--- src/rtl/mrd_stage_seq.sv ---
// rtl/mrd_stage_seq.sv - packet phase sequencer (sink, rd/wr per stage, source) for mrd_mem_top
// Optional watchdog on missing *_ongoing flags: define MRD_SEQ_WDOG_EN.
module mrd_stage_seq #(
  parameter int WDOG_CYC = 64,
  parameter int STG_W    = 3
) (
  input  logic             clk,
  input  logic             rst_n,
  input  logic             sink_sop,
  input  logic [STG_W-1:0] num_factors,
  input  logic             sink_ongoing,
  input  logic             rd_ongoing,
  input  logic             wr_ongoing,
  input  logic             source_ongoing,
  output logic             cmd_vld,
  output logic [1:0]       cmd_state,
  output logic [STG_W-1:0] current_stage,
  output logic             busy,
  output logic             pkt_done,
  output logic             overrun,
  output logic             err
);

  typedef enum logic [2:0] {
    S_IDLE, S_SINK, S_WAITSRC, S_RD, S_WR, S_SRC
  } state_t;

  localparam logic [1:0]       CMD_SINK = 2'b00;
  localparam logic [1:0]       CMD_RD   = 2'b01;
  localparam logic [1:0]       CMD_WR   = 2'b10;
  localparam logic [1:0]       CMD_SRC  = 2'b11;
  localparam logic [STG_W-1:0] NF_MAX   = STG_W'(6);

  state_t           state_q, state_d;
  logic [STG_W-1:0] stage_q, stage_d;
  logic [STG_W-1:0] nf_q, nf_d;
  logic [1:0]       cmd_state_q, cmd_state_d;
  logic             cmd_vld_q, cmd_vld_d;
  logic             pkt_done_q, pkt_done_d;
  logic             seen_hi_q, seen_hi_d;
  logic             overrun_q, overrun_d;
  logic             err_q, err_d;

  logic phase_ongoing;
  logic seen;
  logic phase_done;
  logic wdog_expire;

  // Only the flag belonging to the current phase is watched.
  always_comb begin
    phase_ongoing = 1'b0;
    case (state_q)
      S_SINK:  phase_ongoing = sink_ongoing;
      S_RD:    phase_ongoing = rd_ongoing;
      S_WR:    phase_ongoing = wr_ongoing;
      default: phase_ongoing = 1'b0;
    endcase
    seen       = seen_hi_q | phase_ongoing;
    phase_done = seen_hi_q & ~phase_ongoing;
  end

  always_comb begin
    state_d     = state_q;
    stage_d     = stage_q;
    nf_d        = nf_q;
    cmd_state_d = cmd_state_q;
    cmd_vld_d   = 1'b0;
    pkt_done_d  = 1'b0;
    seen_hi_d   = seen;
    overrun_d   = overrun_q;
    err_d       = err_q;

    if (sink_sop && (state_q != S_IDLE)) overrun_d = 1'b1;

    unique case (state_q)
      S_IDLE: begin
        if (sink_sop) begin
          state_d     = S_SINK;
          cmd_vld_d   = 1'b1;
          cmd_state_d = CMD_SINK;
          stage_d     = '0;
        end
      end
      S_SINK: begin
        if (phase_done) begin
          nf_d    = (num_factors > NF_MAX) ? NF_MAX : num_factors;
          state_d = S_WAITSRC;
        end
      end
      S_WAITSRC: begin
        if (!source_ongoing) begin
          cmd_vld_d = 1'b1;
          stage_d   = '0;
          if (nf_q == '0) begin
            state_d     = S_SRC;
            cmd_state_d = CMD_SRC;
            pkt_done_d  = 1'b1;
          end else begin
            state_d     = S_RD;
            cmd_state_d = CMD_RD;
          end
        end
      end
      S_RD: begin
        if (phase_done) begin
          state_d     = S_WR;
          cmd_vld_d   = 1'b1;
          cmd_state_d = CMD_WR;
        end
      end
      S_WR: begin
        if (phase_done) begin
          cmd_vld_d = 1'b1;
          if (stage_q == (nf_q - STG_W'(1))) begin
            state_d     = S_SRC;
            cmd_state_d = CMD_SRC;
            stage_d     = '0;
            pkt_done_d  = 1'b1;
          end else begin
            state_d     = S_RD;
            cmd_state_d = CMD_RD;
            stage_d     = stage_q + STG_W'(1);
          end
        end
      end
      S_SRC:   state_d = S_IDLE;
      default: state_d = S_IDLE;
    endcase

    // Watchdog abandons the packet silently: no command, no pkt_done.
    if (wdog_expire) begin
      state_d    = S_IDLE;
      cmd_vld_d  = 1'b0;
      pkt_done_d = 1'b0;
      err_d      = 1'b1;
    end

    if (cmd_vld_d) seen_hi_d = 1'b0;
  end

`ifdef MRD_SEQ_WDOG_EN
  localparam int WD_W = $clog2(WDOG_CYC + 1);

  logic [WD_W-1:0] wdog_q, wdog_d;
  logic            wdog_run;

  always_comb begin
    wdog_run    = ((state_q == S_SINK) || (state_q == S_RD) || (state_q == S_WR)) && !seen;
    wdog_expire = wdog_run && (wdog_q == WD_W'(WDOG_CYC - 1));
    wdog_d      = wdog_q;
    if (cmd_vld_d)     wdog_d = '0;
    else if (wdog_run) wdog_d = wdog_q + WD_W'(1);
  end

  always_ff @(posedge clk or negedge rst_n) begin
    if (!rst_n) wdog_q <= '0;
    else        wdog_q <= wdog_d;
  end
`else
  logic unused_wdog_cyc;
  assign unused_wdog_cyc = (WDOG_CYC != 0);
  assign wdog_expire     = 1'b0;
`endif

  always_ff @(posedge clk or negedge rst_n) begin
    if (!rst_n) begin
      state_q     <= S_IDLE;
      stage_q     <= '0;
      nf_q        <= '0;
      cmd_state_q <= CMD_SINK;
      cmd_vld_q   <= 1'b0;
      pkt_done_q  <= 1'b0;
      seen_hi_q   <= 1'b0;
      overrun_q   <= 1'b0;
      err_q       <= 1'b0;
    end else begin
      state_q     <= state_d;
      stage_q     <= stage_d;
      nf_q        <= nf_d;
      cmd_state_q <= cmd_state_d;
      cmd_vld_q   <= cmd_vld_d;
      pkt_done_q  <= pkt_done_d;
      seen_hi_q   <= seen_hi_d;
      overrun_q   <= overrun_d;
      err_q       <= err_d;
    end
  end

  assign cmd_vld       = cmd_vld_q;
  assign cmd_state     = cmd_state_q;
  assign current_stage = stage_q;
  assign busy          = (state_q != S_IDLE);
  assign pkt_done      = pkt_done_q;
  assign overrun       = overrun_q;
  assign err           = err_q;

endmodule

--- config.mk ---
export PLATFORM = sky130hd
export DESIGN_NAME = mrd_stage_seq
export DESIGN_NICKNAME = d
export VERILOG_FILES = /design/src/rtl/mrd_stage_seq.sv
export SDC_FILE = /design/constraint.sdc
export NUM_CORES = 1
export LEC_CHECK = 0
export CAP_MARGIN = 25
export CORE_MARGIN = 5
export CORE_UTILIZATION = 53
export DETAILED_ROUTE_END_ITERATION = 8
export HOLD_SLACK_MARGIN = 0.08
export PLACE_DENSITY = 0.83
export SYNTH_ARGS = -nofsm -noshare
export SYNTH_HDL_FRONTEND = slang
export SYNTH_SLANG_ARGS = --single-unit
--- constraint.sdc ---
create_clock -name clk -period 2.8 [get_ports clk]
set_input_delay 0.28 -clock clk [delete_from_list [all_inputs] [get_ports clk]]
set_output_delay 0.28 -clock clk [all_outputs]
set_load 0.02 [all_outputs]
## Word-level counts from Yosys, hierarchy flattened

Cells that the tools add are included.

- Input port bits: 10
- Word-level logic and storage cells: 67
- Flip-flop bits (word level): 15
- Output and inout bits: 10

- Bitwise logic cells: 3
- Reduce and logical (&&, ||, !) cells: 11
- $lt $le $gt $ge: 1
- Multiplexer cells: 32
- Equality and inequality tests: 10
- $add $sub $neg: 2

Operators by type and width:

| kind | number |
|---|---|
| 2-to-1 mux 3 bit | 12 |
| one-hot mux 3 bit (5 select lines) | 1 |
| 2-to-1 mux 2 bit | 6 |
| != test 2 bit, second input constant | 5 |
| AND reduction 5 bit | 2 |
| one-hot mux 3 bit (3 select lines) | 1 |
| 2-to-1 mux 1 bit | 8 |
| one-hot mux 2 bit (4 select lines) | 1 |
| == test 3 x 2 -> 1 bit, second input constant | 2 |
| logical NOT 3 bit | 2 |
| one-hot mux 1 bit (3 select lines) | 2 |
| nonzero test 3 bit | 2 |
| AND reduction 4 bit | 1 |
| nonzero test 4 bit | 1 |
| adder 3 x 1 -> 3 bit, second input constant | 1 |
| == test 3 x 1 -> 1 bit, second input constant | 1 |
| == test 3 bit | 1 |
| == test 3 bit, second input constant | 1 |
| greater-than comparator 3 bit, second input constant | 1 |
| subtractor 3 x 1 -> 3 bit, second input constant | 1 |
| one-hot mux 1 bit (2 select lines) | 1 |
| AND reduction 2 bit | 1 |
| OR reduction 2 bit | 1 |
| bitwise AND 1 bit | 1 |
| 3 further kinds | 3 |

## Logic depth before layout (Yosys ltp)

Gate-level depths: netlist (run 1).

- Depth after elaboration: 7
- Gate-level depth with buffers: 6
- Depth with buffers taken out: 6

## Worst setup path before layout (run 1)

OpenSTA, ideal clock, no wires.

- Path type: reg-to-reg
- From: register state_q[2]
- To: register nf_q[2]
- Arrival: 1.393 ns
- Buffers on the path: 1
- Slack: 1.279 ns
- Clock period less this slack: 1.521 ns
- Required time: 2.672 ns
- Cell stages (with the launch flop): 5
- Library setup time: 0.128 ns
- Path through: dfrtp_1 buf_2 nand2b_1 nor4b_4 mux2_1

- Cells in the longest elaborated chain, start to end: 5
- Elaborated cells between the ends (all ways): 7
- Those cells by class: 3 x eq/ne; 1 x mux; 2 x bitwise; 1 x reduce/logical

Ends and longest elaborated chain:

| what | line | RTL |
|---|---|---|
| start: declaration | 34 | `state_t state_q, state_d;` |
| start signal: assignment | 177 | `state_q <= state_d;` |
| == test 3 bit, or another cell as far along | 52 | `case (state_q)` |
| one-hot mux 1 bit (3 select lines) | 52 |  |
| inverter 1 bit | 59 | `phase_done = seen_hi_q & ~phase_ongoing;` |
| bitwise AND 1 bit | 59 |  |
| AND reduction 2 bit (no source line) * | -- |  |
| end signal: assignment | 179 | `nf_q <= nf_d;` |
| end: declaration | 36 | `logic [STG_W-1:0] nf_q, nf_d;` |

Every way passes the cells marked *; elsewhere a longest branch is shown, timed or not.
A chain may end at the register's enable or synchronous reset.

## Final worst setup path (run 1)

- From: register state_q[1]
- To: output port busy

- Cells in the longest elaborated chain, start to end: 1

Ends and longest elaborated chain:

| what | line | RTL |
|---|---|---|
| nonzero test 3 bit | 192 | `assign busy = (state_q != S_IDLE);` |
| end: declaration | 18 | `output logic busy,` |

Every way passes these cells.

==> results of run 1 <==
## synth_stat cells, types with 2 or more instances
| master | number |
|---|---|
| a21oi_1 | 3 |
| buf_2 | 3 |
| dfrtp_1 | 15 |
| ha_1 | 3 |
| inv_1 | 8 |
| mux2_1 | 2 |
| nand2_1 | 6 |
| nand2b_1 | 5 |
| nand3_1 | 2 |
| nand4b_1 | 2 |
| nor2_1 | 4 |
| o2111ai_1 | 2 |
| o211ai_1 | 2 |
| o21ai_0 | 2 |
| o21ai_1 | 7 |
| o2bb2ai_1 | 3 |
| o31ai_1 | 2 |
| xor2_1 | 2 |
## through the flow
step	setup WS [ns]	hold WS, ns	util	area, um^2	total power (uW)
after global placement	0.996	0.441	0.667	1140	905
after global routing	0.547	0.433	0.683	1170	1140
after detailed placement	0.995	0.451	0.667	1140	924
after CTS	0.660	0.401	0.683	1170	1060
final	0.665	0.388	0.683	1170	1050
after floorplan	1.28	-0.0156	-	951	774
## report_power, final
part / switching, uW / internal (uW) / leakage (uW) / total, uW
clock: 68.1 / 55.3 / 0.0000150 / 123
combinational: 273 / 260 / 0.000274 / 533
sequential: 108 / 283 / 0.000190 / 391
total: 450 / 597 / 0.000479 / 1050
## registers in the layout, indices dropped and copies added (netlist names)
name and cells:
state_q 3, pkt_done 1, nf_q 3, cmd_vld 1
overrun 1, current_stage 3, seen_hi_q 1, cmd_state 2
## worst min path at each step
stage	start	end	slack (ns)
final	rst_n	cmd_state[0]	0.39
after global routing	rst_n	cmd_state[0]	0.43
after CTS	rst_n	cmd_state[0]	0.40
after detailed placement	overrun	overrun	0.45
after global placement	overrun	overrun	0.44
after floorplan	rst_n	cmd_state[0]	-0.02
## layout make-up
cell class | instances | area, um^2 | share of cell area
flip-flops and latches | 15 | 375 | 0.322
well taps | 25 | 31.3 | 0.0268
multi-input cells | 68 | 523 | 0.448
clock buffers | 4 | 26.3 | 0.0225
inverters | 8 | 30.0 | 0.0258
repair buffers | 18 | 180 | 0.155
## cell usage in the layout, fill, tap and decap left out, types with 2 or more instances in the layout
master	count
clkdlybuf4s50_1	18
clkbuf_4	3
a21oi_1	3
o211ai_1	2
o31ai_1	2
o2bb2ai_1	3
nand2_1	6
inv_1	8
nand4b_1	2
nand2b_1	5
ha_1	3
xor2_1	2
o2111ai_1	2
o21ai_0	2
o21ai_1	7
dfrtp_1	15
nand3_1	2
mux2_1	2
nor2_1	4
## cells by family (layout without fill, tap and decap cells)
logic type / Yosys count / count (layout) / synth area share
simple gates: 29 / 29 / 0.207
compound gates: 27 / 27 / 0.199
flops: 15 / 15 / 0.395
buf+inv: 12 / 30 / 0.0553
xor+xnor: 4 / 4 / 0.0513
mux: 4 / 4 / 0.0500
fa+ha+maj: 3 / 3 / 0.0395
other cells: 1 / 1 / 0.00394
## metal layers
metal / vias to the layer above / GRT usage / routed length, um
li1: 374 / - / -
met4: 0 / 0.0638 / 11
met2: 17 / 0.264 / 940
met1: 355 / 0.210 / 852
met3: 2 / 0.0342 / 84
met5: - / 0 / 0
==> results.toml, run 1 <==
[status]
outcome = "finished clean"

[global_route]
grt_pass1_wl_um = 3280
grtUsageTotal = 0.163
grt_pass1_vias = 737
grt.overflow.total = 0
grt_max_degree = 16
antenna_found_initial = 0

[sta]
fmax_ghz = 0.468
hold_viol = 0
setup_tns_ns = 0
period_needed_ns = 2.14
slew_headroom = 0.569
setup_viol = 0
drv_slew = 0
skew_ns = 0.00732
rsz0062_at_grt = "false"
finalCritPeriodShare = 0.763
tightest_slew_ns = 0.645

[clocking]
clockBufferDepth = 2
postCtsHoldBufs = 0
clk_latency_ns = 0.28
cts_root_buf = "clkbuf_4"
clk_pin_slew_ns = 0.09
numClockSinks = 15
cts_buffers = 3
post_cts_buffers = 0
htreeDepth = 1
cts_resized = 0
cts_tree = "done"

[route]
drc = 0
firstDrtPassIters = 4
wl_um = 1890
viasPerCell = 5.42
drtAntennaViolNets = 0
wl_per_cell_um = 13.7
drt_iter0_drc = 14
vias = 748

[logic_synthesis]
synth_top_cell_area_share = 0.395
syn_nets = 108
ys_seq_area_frac = 0.395
synth_seq_cells = 15
synth_area_leader_cell = "dfrtp_1"
syn_avg_cell_area_um2 = 10.0
synthCells = 95
syn-cell-area_um2 = 951
synthTopCellsByArea = "dfrtp_1 39%, ha_1 3.9%, o21ai_1 3.7%, nand2b_1 3.3%, inv_1 3.2%"
synth_cell_type_count = 40
synth_edf_count = 0
async_flop_share = 1.00
yosys_warnings = 0
synth_flop_cell = "dfrtp_1"

[die]
num_rows = 15
start_util = 0.557
ioPinCount = 20
fp.dieW_um = 52.4
dieArea_um2 = 2740
dieHeight_um = 52.4
coreArea_um2 = 1710

[setup_path]
slowest_stage = "dfrtp_1"
worstSetupStartpoint = "state_q[1]"
critical_path_depth = 3
path_buf_inv = 2
cp.required_ns = 2.52
critical_path_arrival_ns = 1.86
worstPathMaxFanout = 15
r2r_setup_slack_ns = 1.00
start_kind = "register"
crit_chain = "inv_1 > nand2_1 > clkdlybuf4s50_1"
r2r_cells = 4
slowest_delay_ns = 0.70
rr_startpoint = "state_q[1]"
end_kind = "output pin"
criticalPathCategory = "register to output pin"
crit_end = "busy"
reg2reg_to = "cmd_state[0]"
path_delay_family = "buffers and inverters"

[finish]
final_cells = 138
syn_to_final_growth_pct = 22.6
n_antenna_cell = 0
nNetsFinal = 127
drive_above_1_share = 0.0885
n_fill_cell = 126

[power]
powerDensity_nw_per_um2 = 898
p_leak_uw = 0.000479
irDropWorstVdd_uv = 515

[place]
dp.cells = 134
dpl.hpwl_um = 1450
place_congestion = 0.943
portBuffers = 18

[hold_path]
hp-class = "input port to asynchronous set/reset pin"

[job]
max_cap_violations = 0
No activity file was read; power rests on OpenSTA's default activity.
==> run 2: changes to the inputs <==
Settings changed: CORE_UTILIZATION 53 to 49, PLACE_DENSITY 0.83 to 0.77.
Clock period 2.8 ns to 2.15 ns, I/O delays scaled along.
==> results.toml, run 2 (synthesized netlist as in run 1, its figures left out) <==
[route]
wl_um = 1910
drt_iter0_drc = 15
drc = 0
vias = 754
drtAntennaViolNets = 0
firstDrtPassIters = 4
wl_per_cell_um = 13.6
viasPerCell = 5.35

[sta]
whs_ns = 0.325
hold_viol = 0
tightest_slew_ns = 0.671
setup_ws_ns = 0.141
fmax_ghz = 0.498
setup_tns_ns = 0
skew_ns = 0.00764
period_needed_ns = 2.01
rsz0062_at_grt = "false"
slew_headroom = 0.551
drv_slew = 0
finalCritPeriodShare = 0.935
setup_viol = 0

[die]
num_rows = 16
dieArea_um2 = 2920
fp.dieW_um = 54.1
dieHeight_um = 54.1
start_util = 0.500
ioPinCount = 20
coreArea_um2 = 1900

[finish]
syn_to_final_growth_pct = 23.7
layout_commonest_cell = "clkdlybuf4s50_1"
n_antenna_cell = 0
nNetsFinal = 128
drive_above_1_share = 0.0965
layout_common_cells = "18 x clkdlybuf4s50_1, 15 x dfrtp_1, 8 x inv_1"
n_fill_cell = 167

[clocking]
cts_tree = "done"
postCtsHoldBufs = 0
cts_resized = 0
cts_root_buf = "clkbuf_4"
clockBufferDepth = 2
clk_latency_ns = 0.29
post_cts_buffers = 0
cts_buffers = 3
numClockSinks = 15
htreeDepth = 1
clk_pin_slew_ns = 0.09

[setup_path]
worstPathMaxFanout = 15
end_kind = "output pin"
cp.required_ns = 1.93
criticalPathCategory = "register to output pin"
r2r_cells = 4
critical_path_arrival_ns = 1.79
worstSetupStartpoint = "state_q[0]"
reg2reg_to = "cmd_state[0]"
r2r_setup_slack_ns = 0.35
start_kind = "register"
crit_end = "busy"
rr_startpoint = "state_q[2]"

[place]
place_ws_ns = 0.354
place_congestion = 0.944
dpl.hpwl_um = 1470
portBuffers = 18

[power]
switching_share = 0.427
power.internal_uw = 787
sequentialPowerShare = 0.358
clockPowerShare = 0.120
p_leak_uw = 0.000484
powerDensity_nw_per_um2 = 1170
pwr-share-comb = 0.522
p_switching_uw = 586
irDropWorstVdd_uv = 696

[hold_path]
hp-class = "input port to asynchronous set/reset pin"

[status]
outcome = "finished clean"

[global_route]
grt_max_degree = 16
grt_pass1_vias = 741
grt_pass1_wl_um = 3190
grt.overflow.total = 0
grtUsageTotal = 0.154
antenna_found_initial = 0

[job]
max_cap_violations = 0
[run 2: how the worst min path moves through the flow]
stage | from | to | slack (ns) | depth (start not counted)
final | rst_n | state_q[1] | 0.33 | 1
after global placement | cmd_state[1] | cmd_state[1] | 0.49 | 1
after global routing | rst_n | cmd_state[1] | 0.39 | 1
after detailed placement | overrun | overrun | 0.45 | 1
after CTS | rst_n | cmd_state[1] | 0.34 | 1
after floorplan | rst_n | cmd_state[0] | -0.08 | 0
[run 2: per-stage QoR]
step | total power, uW | std cells | utilization | area [um^2]
6_report | 1370 | 141 | 0.618 | 1180
5_1_grt | 1480 | 141 | 0.618 | 1180
4_1_cts | 1380 | 141 | 0.618 | 1180
3_5_place_dp | 1210 | 137 | 0.605 | 1150
3_3_place_gp | 1200 | 137 | 0.605 | 1150
2_1_floorplan | 1010 | 95 | - | 951
[run 2: power groups by stage]
stage               sequential, uW  clock (uW)  combinational, uW
floorplan                      473           0                535
global placement               496           0                704
detailed placement             495           0                715
CTS                            490         171                723
global route                   505         179                797
finish                         491         165                717
[run 2: final cells by class]
class                      instances  area, um^2  area share
clock buffer                       4        26.3      0.0223
inverter                           8        30.0      0.0255
tap                               27        33.8      0.0287
timing repair buffer              19         188       0.160
sequential                        15         375       0.319
multi-input combinational         68         523       0.445
[run 2: metal layers]
layer | GRT usage | up-vias | routed length [um]
li1 | - | 376 | -
met1 | 0.183 | 353 | 862
met2 | 0.254 | 21 | 915
met3 | 0.0416 | 4 | 97
met4 | 0.0747 | 0 | 37
met5 | 0 | - | 0
[run 2: worst max-delay path, cell delays in order, from the launching register on]
cell	delay, ns
dfrtp_1	0.64
nor2_1	0.13
nand2_1	0.12
clkdlybuf4s50_1	0.62
